[config.mk]
export PLATFORM = sky130hd
export DESIGN_NAME = bitstream_frame_sequencer_flat
export DESIGN_NICKNAME = d
export VERILOG_FILES = /design/src/rtl/bitseq_pkg.sv /design/src/rtl/bitstream_frame_sequencer_if.sv /design/src/rtl/bitseq_fifo.sv /design/src/rtl/bitstream_frame_sequencer.sv /design/src/flat_wrapper.sv
export SDC_FILE = /design/constraint.sdc
export NUM_CORES = 1
export LEC_CHECK = 0
export BUFFER_PORTS_ARGS = -buffer_cell sky130_fd_sc_hd__buf_2
export CORE_AREA = 2 2 68 119
export CTS_CLUSTER_DIAMETER = 100
export DETAILED_ROUTE_END_ITERATION = 7
export DIE_AREA = 0 0 70 121
export HOLD_SLACK_MARGIN = 0.12
export PLACE_DENSITY = 0.74
export SYNTH_ARGS = -nofsm -noshare
export SYNTH_HDL_FRONTEND = slang
export SYNTH_HIERARCHICAL = 1
export SYNTH_SLANG_ARGS = --single-unit
[constraint.sdc]
create_clock -name clk -period 3.1 [get_ports clk]
set_clock_uncertainty 0.05 [all_clocks]
set_input_delay 0.465 -clock clk [delete_from_list [all_inputs] [get_ports clk]]
set_output_delay 0.465 -clock clk [all_outputs]
set_load 0.005 [all_outputs]
[src/rtl/bitseq_pkg.sv]
// Shared types for the bitstream frame sequencer: FSM state encoding and the
// completed-frame counter width.
package bitseq_pkg;

    localparam int FRAME_CNT_W = 16;

    typedef enum logic [2:0] {
        ST_IDLE      = 3'd0,
        ST_LOAD      = 3'd1,
        ST_START     = 3'd2,
        ST_WAIT_RUN  = 3'd3,
        ST_WAIT_DONE = 3'd4,
        ST_GAP       = 3'd5
    } seq_state_e;

    // True while a launched frame is owned by the streamer.
    function automatic logic is_run_state(input seq_state_e st);
        return (st == ST_WAIT_RUN) || (st == ST_WAIT_DONE);
    endfunction

endpackage

[src/rtl/bitstream_frame_sequencer_if.sv]
// Host-side valid/ready frame port of the bitstream frame sequencer.
interface bitstream_frame_sequencer_if #(
    parameter int DATALEN = 10
);
    logic [DATALEN-1:0] s_data;
    logic               s_valid;
    logic               s_ready;

    modport master (output s_data, output s_valid, input  s_ready);
    modport slave  (input  s_data, input  s_valid, output s_ready);
endinterface

[src/rtl/bitseq_fifo.sv]
// Synchronous frame buffer with registered level; DEPTH must be a power of two
// so the pointers wrap by natural overflow.
module bitseq_fifo #(
    parameter int WIDTH = 10,
    parameter int DEPTH = 4
) (
    input  logic                   clk,
    input  logic                   rst,
    input  logic                   push,
    input  logic [WIDTH-1:0]       wr_data,
    input  logic                   pop,
    output logic [WIDTH-1:0]       rd_data,
    output logic                   full,
    output logic                   empty,
    output logic [$clog2(DEPTH):0] level
);
    localparam int AW = $clog2(DEPTH);
    localparam int LW = AW + 1;

    logic [WIDTH-1:0] mem_r [DEPTH];
    logic [AW-1:0]    wr_ptr_r;
    logic [AW-1:0]    rd_ptr_r;
    logic [LW-1:0]    level_r;
    logic             do_push_s;
    logic             do_pop_s;

    assign full      = (level_r == LW'(DEPTH));
    assign empty     = (level_r == '0);
    assign do_push_s = push && !full;
    assign do_pop_s  = pop && !empty;
    assign rd_data   = mem_r[rd_ptr_r];
    assign level     = level_r;

    // Storage write; contents need no reset because level gates every read.
    always_ff @(posedge clk) begin
        if (do_push_s) begin
            mem_r[wr_ptr_r] <= wr_data;
        end
    end

    // Pointer and occupancy tracking.
    always_ff @(posedge clk) begin
        if (rst) begin
            wr_ptr_r <= '0;
            rd_ptr_r <= '0;
            level_r  <= '0;
        end else begin
            if (do_push_s) wr_ptr_r <= wr_ptr_r + AW'(1);
            if (do_pop_s)  rd_ptr_r <= rd_ptr_r + AW'(1);
            case ({do_push_s, do_pop_s})
                2'b10:   level_r <= level_r + LW'(1);
                2'b01:   level_r <= level_r - LW'(1);
                default: level_r <= level_r;
            endcase
        end
    end

endmodule

[src/rtl/bitstream_frame_sequencer.sv]
// Buffers host frames and launches them one at a time into the bitstreamer,
// with an inter-frame gap. Optional watchdog: define SEQ_WATCHDOG_EN.
module bitstream_frame_sequencer
    import bitseq_pkg::*;
#(
    parameter int DATALEN     = 10,
    parameter int CNTLEN      = 8,
    parameter int FIFO_DEPTH  = 4,
    parameter int GAP_CYCLES  = 16,
    parameter int WDOG_CYCLES = 1024
) (
    input  logic                          clk,
    input  logic                          rst,
    bitstream_frame_sequencer_if.slave    host,
    input  logic [CNTLEN-1:0]             phase_in,
    input  logic                          enable,
    output logic [DATALEN-1:0]            datain,
    output logic [CNTLEN-1:0]             phase_delay,
    output logic                          start,
    input  logic                          sysrun,
    output logic                          busy,
    output logic [$clog2(FIFO_DEPTH):0]   fifo_level,
    output logic [FRAME_CNT_W-1:0]        frame_cnt,
    output logic                          wdog_err
);
    localparam int GAPW = (GAP_CYCLES > 1) ? $clog2(GAP_CYCLES) : 1;
    localparam seq_state_e POST_FRAME_ST = (GAP_CYCLES == 0) ? ST_IDLE : ST_GAP;

    seq_state_e             state_r;
    seq_state_e             state_nxt_s;
    logic [DATALEN-1:0]     fifo_rd_data_s;
    logic                   fifo_full_s;
    logic                   fifo_empty_s;
    logic                   push_s;
    logic                   pop_s;
    logic [GAPW-1:0]        gap_cnt_r;
    logic                   gap_done_s;
    logic                   frame_done_s;
    logic                   wdog_timeout_s;
    logic [DATALEN-1:0]     datain_r;
    logic [CNTLEN-1:0]      phase_delay_r;
    logic                   start_r;
    logic                   busy_r;
    logic [FRAME_CNT_W-1:0] frame_cnt_r;

    assign host.s_ready = !fifo_full_s;
    assign push_s       = host.s_valid && !fifo_full_s;
    assign pop_s        = (state_r == ST_LOAD);
    assign frame_done_s = (state_r == ST_WAIT_DONE) && !sysrun;
    assign gap_done_s   = (32'(gap_cnt_r) == GAP_CYCLES - 1);

    bitseq_fifo #(
        .WIDTH (DATALEN),
        .DEPTH (FIFO_DEPTH)
    ) u_fifo (
        .clk     (clk),
        .rst     (rst),
        .push    (push_s),
        .wr_data (host.s_data),
        .pop     (pop_s),
        .rd_data (fifo_rd_data_s),
        .full    (fifo_full_s),
        .empty   (fifo_empty_s),
        .level   (fifo_level)
    );

`ifdef SEQ_WATCHDOG_EN
    localparam int WDW = $clog2(WDOG_CYCLES + 1);

    logic [WDW-1:0] wdog_cnt_r;
    logic           wdog_err_r;

    // A normal completion on the limit cycle takes precedence over the timeout.
    assign wdog_timeout_s = is_run_state(state_r) && !frame_done_s &&
                            (32'(wdog_cnt_r) == WDOG_CYCLES - 1);
    assign wdog_err       = wdog_err_r;

    // Watchdog counter, cleared whenever the frame leaves the streamer's hands.
    always_ff @(posedge clk) begin
        if (rst) begin
            wdog_cnt_r <= '0;
            wdog_err_r <= 1'b0;
        end else begin
            if (is_run_state(state_r) && !wdog_timeout_s) begin
                wdog_cnt_r <= wdog_cnt_r + WDW'(1);
            end else begin
                wdog_cnt_r <= '0;
            end
            if (wdog_timeout_s) wdog_err_r <= 1'b1;
        end
    end
`else
    assign wdog_timeout_s = 1'b0;
    assign wdog_err       = 1'b0;
`endif

    // Next-state decode.
    always_comb begin
        state_nxt_s = state_r;
        case (state_r)
            ST_IDLE: begin
                if (enable && !fifo_empty_s) state_nxt_s = ST_LOAD;
                else                         state_nxt_s = ST_IDLE;
            end
            ST_LOAD:  state_nxt_s = ST_START;
            ST_START: state_nxt_s = ST_WAIT_RUN;
            ST_WAIT_RUN: begin
                if (wdog_timeout_s) state_nxt_s = POST_FRAME_ST;
                else if (sysrun)    state_nxt_s = ST_WAIT_DONE;
                else                state_nxt_s = ST_WAIT_RUN;
            end
            ST_WAIT_DONE: begin
                if (frame_done_s || wdog_timeout_s) state_nxt_s = POST_FRAME_ST;
                else                                state_nxt_s = ST_WAIT_DONE;
            end
            ST_GAP: begin
                if (gap_done_s) state_nxt_s = ST_IDLE;
                else            state_nxt_s = ST_GAP;
            end
            default: state_nxt_s = ST_IDLE;
        endcase
    end

    // State, gap counter and registered streamer-facing outputs.
    always_ff @(posedge clk) begin
        if (rst) begin
            state_r       <= ST_IDLE;
            gap_cnt_r     <= '0;
            datain_r      <= '0;
            phase_delay_r <= '0;
            start_r       <= 1'b0;
            busy_r        <= 1'b0;
            frame_cnt_r   <= '0;
        end else begin
            state_r   <= state_nxt_s;
            start_r   <= (state_nxt_s == ST_START);
            busy_r    <= (state_nxt_s != ST_IDLE);
            gap_cnt_r <= (state_r == ST_GAP) ? gap_cnt_r + GAPW'(1) : '0;
            if (pop_s) begin
                datain_r      <= fifo_rd_data_s;
                phase_delay_r <= phase_in;
            end
            if (frame_done_s) frame_cnt_r <= frame_cnt_r + FRAME_CNT_W'(1);
        end
    end

    assign datain      = datain_r;
    assign phase_delay = phase_delay_r;
    assign start       = start_r;
    assign busy        = busy_r;
    assign frame_cnt   = frame_cnt_r;

endmodule
[src/flat_wrapper.sv]
// flat-port wrapper written by rule: the top's interface ports become plain ports
module bitstream_frame_sequencer_flat import bitseq_pkg::*;
#(
    parameter int DATALEN     = 10,
    parameter int CNTLEN      = 8,
    parameter int FIFO_DEPTH  = 4,
    parameter int GAP_CYCLES  = 16,
    parameter int WDOG_CYCLES = 1024
)
  (clk, rst, phase_in, enable, datain, phase_delay, start, sysrun, busy, fifo_level, frame_cnt, wdog_err, host_s_data, host_s_valid, host_s_ready);
  bitstream_frame_sequencer_if #(.DATALEN(DATALEN)) host_i ();
  input  logic clk;
  input  logic rst;
  input  logic [CNTLEN-1:0] phase_in;
  input  logic enable;
  output logic [DATALEN-1:0] datain;
  output logic [CNTLEN-1:0] phase_delay;
  output logic start;
  input  logic sysrun;
  output logic busy;
  output logic [$clog2(FIFO_DEPTH):0] fifo_level;
  output logic [FRAME_CNT_W-1:0] frame_cnt;
  output logic wdog_err;
  input wire logic [$bits(host_i.s_data)-1:0] host_s_data;
  input wire logic [$bits(host_i.s_valid)-1:0] host_s_valid;
  output wire logic [$bits(host_i.s_ready)-1:0] host_s_ready;
  assign host_i.s_data = host_s_data;
  assign host_i.s_valid = host_s_valid;
  assign host_s_ready = host_i.s_ready;
  bitstream_frame_sequencer #(.DATALEN(DATALEN), .CNTLEN(CNTLEN), .FIFO_DEPTH(FIFO_DEPTH), .GAP_CYCLES(GAP_CYCLES), .WDOG_CYCLES(WDOG_CYCLES)) u_core (.clk(clk), .rst(rst), .host(host_i), .phase_in(phase_in), .enable(enable), .datain(datain), .phase_delay(phase_delay), .start(start), .sysrun(sysrun), .busy(busy), .fifo_level(fifo_level), .frame_cnt(frame_cnt), .wdog_err(wdog_err));
endmodule
==> results of run 1 <==
## flip-flops by register name (all words and copies together) (netlist names), named ones only
register	cells
u_core/gap_cnt_r	4
u_core/u_fifo/level	3
u_core/state_r	3
u_core/u_fifo/rd_ptr_r	2
u_core/frame_cnt	16
u_core/u_fifo/mem_r	40
u_core/busy	1
u_core/start	1
u_core/datain	10
u_core/phase_delay	8
u_core/u_fifo/wr_ptr_r	2
## cells by family after synthesis
group / Yosys count / synth area share
flops: 92 / 0.611
simple gates: 114 / 0.155
buf+inv: 29 / 0.0334
other cells: 1 / 0.00102
mux: 11 / 0.0641
xor+xnor: 15 / 0.0358
compound gates: 46 / 0.0709
fa+ha+maj: 8 / 0.0293
## path summary, 6_finish.rpt
path	slack [ns]	to	cells past startpoint	start
worst max-delay path	0.57	u_core/u_fifo/level[2]	10	u_core/state_r[0]
worst min-delay path	0.29	u_core/u_fifo/mem_r[1][7]	1	host_s_data[7]
worst min register to register	0.40	u_core/phase_delay[3]	2	u_core/phase_delay[3]
worst max register to register	0.57	u_core/u_fifo/level[2]	10	u_core/state_r[0]
## cell type report
| type | count | area (um^2) |
|---|---|---|
| Fill cell | 629 | 3150 |
| Sequential cell | 92 | 2240 |
| Clock inverter | 6 | 48.8 |
| Tap cell | 88 | 110 |
| Clock buffer | 10 | 229 |
| Multi-Input combinational cell | 195 | 1310 |
| Inverter | 14 | 52.6 |
| Timing Repair Buffer | 64 | 325 |
## Yosys cell counts, drive strengths merged (2+ instances only)
| master | count | share of area |
|---|---|---|
| nand3 | 6 | 0.0082 |
| inv | 13 | 0.013 |
| o31ai | 2 | 0.0055 |
| or4 | 2 | 0.0041 |
| dfxtp | 52 | 0.28 |
| nor2 | 24 | 0.025 |
| ha | 7 | 0.024 |
| xnor2 | 9 | 0.021 |
| xor2 | 6 | 0.014 |
| buf | 6 | 0.0099 |
| nand2 | 44 | 0.045 |
| or3 | 9 | 0.017 |
| nand4 | 3 | 0.0051 |
| edfxtp | 40 | 0.33 |
| mux4 | 10 | 0.061 |
| a21oi | 30 | 0.041 |
| nand2b | 5 | 0.0085 |
| and2 | 4 | 0.0068 |
| nor2b | 2 | 0.0034 |
| clkbuf | 9 | 0.0092 |
| nor4b | 2 | 0.0048 |
| nor3 | 3 | 0.0055 |
| a21o | 3 | 0.0061 |
| nor4 | 3 | 0.0051 |
| o21ai | 8 | 0.011 |
## power by group through the flow
stage | Combinational, W | Sequential [W] | Clock (W)
finish | 0.000532 | 0.00151 | 0.000997
global route | 0.000589 | 0.00153 | 0.00108
CTS | 0.000541 | 0.00152 | 0.00103
detailed placement | 0.000535 | 0.00154 | 0
global placement | 0.000519 | 0.00153 | 0
floorplan | 0.000385 | 0.00150 | 0
## metal layers
metal	track usage	vias to the layer above
li1	-	1224
met1	0.182	1234
met2	0.315	67
met3	0.0490	11
met4	0.0721	0
met5	0	-
## worst max-delay path, cell delays in order, from the launching register on
cell      delay (ns)
dfxtp_1         0.47
or3b_2          0.50
clkinv_1        0.08
o31ai_2         0.08
inv_1           0.07
ha_1            0.17
inv_1           0.06
fa_1            0.37
xor2_1          0.15
or3_1           0.30
a21oi_1         0.14
## per-stage QoR
stage	utilization	setup WS [ns]	cell area, um^2
final	0.578	0.566	4320
after global routing	0.578	0.425	4320
after CTS	0.578	0.567	4320
after detailed placement	0.541	0.585	4040
after global placement	0.541	0.665	4040
after floorplan	-	0.133	3670
==> summary.txt, run 1 <==
status -> complete, no violations
period utilisation layout -> 0.817
Routed met3 length -> 356 um
share of power burned in registers -> 0.497
routed length per instance -> 14.7 um
Final Hold Viols -> 0
CP arrival -> 2.74 ns
WHS -> 0.285 ns
via count -> 2536
leakage -> 1.63 nW
Final ANT Viol Nets -> 0
CTS tree -> built
core area -> 0.00746 mm^2
Sw Pwr -> 0.000849 W
die height -> 121 um
met2 WL -> 3860 um
CTS Sinks -> 92
Slew Limit Fails -> 0
Synth Register Bits -> 92
Rows -> 42
Slew @ Worst Pin -> 0.865 ns
Synth Flop Type -> dfxtp_1
final WL -> 6900 um
post-synth cell types -> 45
most common cell after layout, fill and taps aside -> buf_2
htree depth -> 3
Mapped Area -> 0.00367 mm^2
CTS Buf Count -> 9
CP Data Required Time -> 3.30 ns
peak supply drop -> 0.000519 V
Worst Setup End Kind -> flop
CP Max Fanout -> 9
Max Clock Freq -> 0.395 GHz
# nets final -> 407
Sum Neg Setup Slack -> 0 ns
pin count of the biggest net entering global routing -> 49
combinational power share -> 0.175
Layout Cells excl Fill -> 469
Seq/Total Area, Yosys -> 0.611
Initial DRC Count -> 111
clock-pin slew on the worst setup and hold paths -> 0.07 ns
Die W -> 70 um
gr ovfl total -> 0
Placed Instances -> 453
clk buf depth -> 2
IO Count -> 64
clk_lat worst skew -> 0.34 ns
most frequent cells in the layout -> buf_2 (62), dfxtp_1 (52), nand2_1 (44)
port buffer count -> 62
total power -> 0.00304 W
fraction of layout cells with a size suffix above 1 -> 0.255
Post-synth EDFFs -> 40
total global-route track usage -> 0.172
Mapped Cells -> 316
ANT cells -> 0
yosys warns -> 6
vias in the first global route -> 2414
Initial DRT Pass Iterations -> 4
Syn Area/Cell -> 11.6 um^2
Int Power -> 0.00220 W
P&R area growth vs syn -> 17.5%
startpoint types -> flop
Slew headroom -> 0.423
initial antenna violation count -> 0
first-pass GRT wire length -> 11200 um
gp weighted congestion -> 0.846
HP Class -> input port to flop
post_cts resized -> 0
detailed-route DRC error count -> 0
post-DP HPWL -> 4810 um
Starting Density -> 0.492
Root Driver -> clkbuf_16
Final setup viols -> 0
switching part of the total power -> 0.279
die area -> 0.00847 mm^2
setup repair bufs after CTS -> 0
maxcap violations -> 0
fin crit period -> 2.53 ns
RSZ-0062 raised after global routing -> no
Vias/cell -> 5.41
Power Density -> 705 mW/mm^2
highest metal used -> met4
Post-Route M1 WL -> 2570 um
Mapped Nets -> 347
hold buffer count at CTS -> 0
Clock power frac -> 0.328
Synth async-reset ratio -> 0
Crit Path Class -> flop to flop
Power figures use the tool's default switching activity.
==> run 2: changes to the inputs <==
==> constraint.sdc (replaced) <==
create_clock -name clk -period 2.3 [get_ports clk]
set_clock_uncertainty 0.05 [all_clocks]
set_input_delay 0.345 -clock clk [delete_from_list [all_inputs] [get_ports clk]]
set_output_delay 0.345 -clock clk [all_outputs]
set_load 0.005 [all_outputs]
==> run 2 against run 1 <==
  * Critical path depth unchanged
  * Global-route usage decreased by 0.26 points
  * Wire length unchanged
  * Largest power group unchanged
  * Die area unchanged
  * Total power rose by 44%
  * First-iteration DRC count up 49%
  * Worst setup slack lost 0.53 ns
  * Register-to-register slack lost 0.53 ns
  * Maximum frequency rose by 12%
==> summary.txt, run 2 (synthesis results as in run 1) <==
Crit Path Class -> flop to flop
first-pass GRT wire length -> 11200 um
most common cell after layout, fill and taps aside -> buf_2
most frequent cells in the layout -> buf_2 (62), dfxtp_1 (50), nand2_1 (44)
combinational power share -> 0.206
CTS Buf Count -> 9
met2 WL -> 3810 um
Final ANT Viol Nets -> 0
gr ovfl total -> 0
Max Clock Freq -> 0.442 GHz
period utilisation layout -> 0.983
max incr delay on CP -> 0.43 ns
share of power burned in registers -> 0.450
highest metal used -> met4
clk buf depth -> 2
R2R depth -> 10
HP Class -> input port to flop
hold path depth -> 1
Slew headroom -> 0.648
slowest CP cell -> or3b_4
vias in the first global route -> 2454
CP Data Required Time -> 2.52 ns
via count -> 2509
Post-Route M1 WL -> 2710 um
reg-to-reg endpoint -> u_core/u_fifo/level[2]
Sw Pwr -> 0.00121 W
detailed-route DRC error count -> 0
Worst Setup End Kind -> flop
register area -> 0.00225 mm^2
Buf/Inv on CP -> 3
crit-path cells -> or3b_4, clkinv_8, o31ai_4, inv_2, ha_4, inv_2, fa_2, xor2_1, or3_1, a21oi_2
reg2reg start -> u_core/state_r[1]
clock-pin slew on the worst setup and hold paths -> 0.07 ns
routed length per instance -> 14.3 um
CTS tree -> built
clk_lat worst skew -> 0.34 ns
Worst R2R Setup Slack -> 0.04 ns
Rows -> 42
# nets final -> 421
Top delay family on crit path -> simple AND/OR/NAND/NOR gates
status -> complete, no violations
total global-route track usage -> 0.170
initial antenna violation count -> 0
Slew Limit Fails -> 0
dpl cell area -> 0.00416 mm^2
hold buffer count at CTS -> 0
Final setup viols -> 0
Int Power -> 0.00317 W
Die W -> 70 um
post-DP HPWL -> 4890 um
CP Max Fanout -> 3
RSZ-0062 raised after global routing -> yes
pin count of the biggest net entering global routing -> 40
startpoint types -> flop
fraction of layout cells with a size suffix above 1 -> 0.304
Layout Cells excl Fill -> 483
HP Start -> host_s_data[2]
P&R area growth vs syn -> 22.5%
ANT cells -> 0
fin crit period -> 2.26 ns
Clock power frac -> 0.344
Placed Instances -> 465
core area -> 0.00746 mm^2
Root Driver -> clkbuf_16
Biggest register -> u_core/u_fifo/mem_r
CP arrival -> 2.48 ns
number of flip-flops in the largest register -> 40
area of the multi-input gates -> 0.00134 mm^2
cell area after layout -> 0.00450 mm^2
Final Hold Viols -> 0
switching part of the total power -> 0.275
most frequent cell on the critical path -> inv_2
die height -> 121 um
final WL -> 6900 um
CTS Sinks -> 92
Vias/cell -> 5.19
Initial DRT Pass Iterations -> 5
Power Density -> 974 mW/mm^2
Initial DRC Count -> 165
die area -> 0.00847 mm^2
Starting Density -> 0.492
Slew @ Worst Pin -> 0.527 ns
fill count -> 635
Routed met3 length -> 281 um
leakage -> 1.74 nW
gp weighted congestion -> 0.802
WHS Endpoint -> u_core/u_fifo/mem_r[2][2]
peak supply drop -> 0.000708 V
htree depth -> 3
maxcap violations -> 0
Sum Neg Setup Slack -> 0 ns
IO Count -> 64
port buffer count -> 62
## run 2: changes by cell type in the layout (fill, tap and decap cells not counted), moves of 2 or more
cell / delta
inv_1: -2
dfxtp_1: -2
buf_4: +14
inv_6: +2
clkinvlp_4: -3
inv_2: +2
## run 2: worst reg2reg max path, cell delays in order, from the launching register on
cell and delay (ns):
dfxtp_4 0.35, or3b_4 0.43, clkinv_8 0.06, o31ai_4 0.06, inv_2 0.07, ha_4 0.13
inv_2 0.04, fa_2 0.34, xor2_1 0.16, or3_1 0.37, a21oi_2 0.14
## run 2: worst max path at each step
stage	slack, ns	end	start	depth (start not counted)
after floorplan	-0.15	u_core/u_fifo/level[2]	u_core/state_r[0]	13
after global placement	0.15	u_core/u_fifo/level[2]	u_core/state_r[1]	10
after detailed placement	0.09	u_core/u_fifo/level[2]	u_core/state_r[1]	10
after CTS	0.07	u_core/u_fifo/level[2]	u_core/state_r[1]	10
after global routing	-0.04	u_core/u_fifo/level[2]	u_core/state_r[1]	10
final	0.04	u_core/u_fifo/level[2]	u_core/state_r[1]	10
## run 2: timing repair
action / 4_1_cts / 5_1_grt
buffers inserted: 0 / 2
setup endpoints to repair: 0 / 1
gates resized for setup: 0 / 5
## run 2: metrics by stage
| stage | power, W | utilization | setup WS [ns] | hold slack, ns |
|---|---|---|---|---|
| after floorplan | 0.00262 | - | -0.155 | 0.368 |
| after global placement | 0.00285 | 0.557 | 0.146 | 0.380 |
| after detailed placement | 0.00288 | 0.557 | 0.0871 | 0.397 |
| after CTS | 0.00439 | 0.598 | 0.0657 | 0.157 |
| after global routing | 0.00459 | 0.603 | -0.0386 | 0.166 |
| final | 0.00438 | 0.603 | 0.0390 | 0.168 |
## run 2: power by group through the flow
stage	Clock [W]	Sequential (W)	Combinational [W]
3_5_place_dp	0	0.00201	0.000875
5_1_grt	0.00160	0.00199	0.000998
6_report	0.00151	0.00197	0.000903
3_3_place_gp	0	0.00200	0.000851
4_1_cts	0.00154	0.00197	0.000882
2_1_floorplan	0	0.00203	0.000598
## run 2: layout make-up
cell class | count | area share
multi-input cells | 195 | 0.297
repair buffers | 78 | 0.0957
well taps | 88 | 0.0245
clock inverters | 7 | 0.0181
inverters | 14 | 0.0145
clock buffers | 9 | 0.0501
flip-flops and latches | 92 | 0.500
## run 2: metal layers
| layer | vias up | GRT usage |
|---|---|---|
| met5 | - | 0 |
| met4 | 0 | 0.0757 |
| met3 | 6 | 0.0399 |
| met2 | 53 | 0.307 |
| met1 | 1194 | 0.186 |
| li1 | 1256 | - |
==> run 3: changes to the inputs <==
--- a/config.mk
+++ b/config.mk
@@ -11,7 +11,9 @@
 export DETAILED_ROUTE_END_ITERATION = 7
 export DIE_AREA = 0 0 70 121
 export HOLD_SLACK_MARGIN = 0.12
-export PLACE_DENSITY = 0.74
+export PLACE_DENSITY = 0.8
+export SKIP_LAST_GASP = 1
+export SLEW_MARGIN = 10
 export SYNTH_ARGS = -nofsm -noshare
 export SYNTH_HDL_FRONTEND = slang
 export SYNTH_HIERARCHICAL = 1
==> run 3 against run 2 <==
  * Cell area decreased by 0.31%
  * Hold slack better by 0.0036 ns
  * Via count up 1.1%
  * Total power down 1.7%
  * Wire length shrank 2.3%
  * Sequential power is essentially flat
  * Utilization is 0.18 points lower
  * Critical path depth is the same
  * Worst setup slack improved by 0.088 ns
  * Count of clock-buffer cells in the layout is the same
  * Clock power decreased by 4%
  * Die area unchanged
  * Largest power group unchanged
==> summary.txt, run 3 (synthesis results as in run 1) <==
final worst setup slack -> 0.127 ns
clk buf depth -> 2
combinational power share -> 0.205
crit-path cells -> or3b_4, clkinv_8, o31ai_4, inv_1, ha_4, inv_2, fa_2, xor2_1, or3_1, a21oi_2
Worst Setup End Kind -> flop
area of the multi-input gates -> 0.00134 mm^2
Max Clock Freq -> 0.460 GHz
Layout Cells excl Fill -> 482
period utilisation layout -> 0.945
RSZ-0062 raised after global routing -> no
max incr delay on CP -> 0.43 ns
met2 WL -> 3670 um
Int Power -> 0.00315 W
highest metal used -> met4
Biggest register -> u_core/u_fifo/mem_r
switching part of the total power -> 0.269
htree depth -> 3
Root Driver -> clkbuf_16
Starting Density -> 0.492
via count -> 2536
WHS -> 0.171 ns
pin count of the biggest net entering global routing -> 31
ANT cells -> 0
Crit Path Class -> flop to flop
Power Density -> 960 mW/mm^2
Post-Route M1 WL -> 2640 um
fin crit period -> 2.17 ns
vias in the first global route -> 2515
first-pass GRT wire length -> 11000 um
detailed-route DRC error count -> 0
status -> complete, no violations
most frequent cells in the layout -> buf_2 (62), dfxtp_1 (51), nand2_1 (44)
Vias/cell -> 5.26
gr ovfl total -> 0
fill count -> 592
P&R area growth vs syn -> 22.1%
clock-pin slew on the worst setup and hold paths -> 0.06 ns
Buf/Inv on CP -> 3
Final Hold Viols -> 0
Initial DRC Count -> 108
slowest CP cell -> or3b_4
CTS Sinks -> 92
Slew @ Worst Pin -> 0.541 ns
Slew headroom -> 0.639
CP Max Fanout -> 2
maxcap violations -> 0
Sw Pwr -> 0.00116 W
register area -> 0.00224 mm^2
total global-route track usage -> 0.165
HP Class -> input port to flop
total power -> 0.00430 W
number of flip-flops in the largest register -> 40
CP arrival -> 2.39 ns
Die W -> 70 um
fraction of layout cells with a size suffix above 1 -> 0.294
IO Count -> 64
utilization after layout -> 0.601
die height -> 121 um
startpoint types -> flop
Final setup viols -> 0
leakage -> 1.72 nW
port buffer count -> 62
Placement Setup Slack -> 0.102 ns
post-DP HPWL -> 4890 um
most common cell after layout, fill and taps aside -> buf_2
clk_lat worst skew -> 0.33 ns
share of power burned in registers -> 0.458
gp weighted congestion -> 0.897
initial antenna violation count -> 0
Rows -> 42
Clock power frac -> 0.337
CP Data Required Time -> 2.52 ns
routed length per instance -> 14.0 um
Slew Limit Fails -> 0
peak supply drop -> 0.000599 V
Routed met3 length -> 313 um
core area -> 0.00746 mm^2
Top delay family on crit path -> simple AND/OR/NAND/NOR gates
CTS tree -> built
die area -> 0.00847 mm^2
# nets final -> 420
Placed Instances -> 465
CTS Buf Count -> 9
final WL -> 6740 um
Final ANT Viol Nets -> 0
Initial DRT Pass Iterations -> 5
hold buffer count at CTS -> 0
## run 3: final timing paths
check	from	endpoint	slack, ns	depth (start not counted)
setup reg to reg	u_core/state_r[1]	u_core/u_fifo/level[2]	0.13	10
setup / recovery	u_core/state_r[1]	u_core/u_fifo/level[2]	0.13	10
hold / removal	host_s_data[1]	u_core/u_fifo/mem_r[3][1]	0.17	1
hold reg to reg	u_core/datain[6]	u_core/datain[6]	0.40	2
## run 3: power groups by stage
stage | clock, W | sequential (W) | combinational, W
2_1_floorplan | 0 | 0.00203 | 0.000598
3_3_place_gp | 0 | 0.00199 | 0.000848
3_5_place_dp | 0 | 0.00200 | 0.000872
4_1_cts | 0.00149 | 0.00197 | 0.000876
5_1_grt | 0.00155 | 0.00199 | 0.000977
6_report | 0.00145 | 0.00197 | 0.000881
## run 3: per-stage QoR
| stage | setup TNS, ns | instance area (um^2) |
|---|---|---|
| CTS | 0 | 4460 |
| floorplan | -0.182 | 3730 |
| finish | 0 | 4480 |
| global placement | 0 | 4160 |
| detailed placement | 0 | 4160 |
| global route | 0 | 4480 |
## run 3: timing repair
| item | 4_1_cts | 5_1_grt |
|---|---|---|
| endpoints found under the setup margin | 0 | 1 |
| buffers inserted | 0 | 1 |
| resized for setup | 0 | 3 |
## run 3: layer usage
| layer | vias to the layer above | global-route usage |
|---|---|---|
| li1 | 1249 | - |
| met1 | 1206 | 0.177 |
| met2 | 71 | 0.293 |
| met3 | 10 | 0.0390 |
| met4 | 0 | 0.0913 |
| met5 | - | 0 |
## run 3: layout make-up
class,count,area share
Clock buffer,9,0.0502
Clock inverter,7,0.0162
Inverter,14,0.0145
Multi-Input combinational cell,195,0.300
Sequential cell,92,0.500
Tap cell,88,0.0246
Timing Repair Buffer,77,0.0943
## run 3: worst register-to-register path: stages (launching register included)
cell and delay, ns:
dfxtp_1 0.31, or3b_4 0.43, clkinv_8 0.06, o31ai_4 0.06, inv_1 0.09, ha_4 0.15, inv_2 0.04, fa_2 0.32
xor2_1 0.15, or3_1 0.32, a21oi_2 0.12
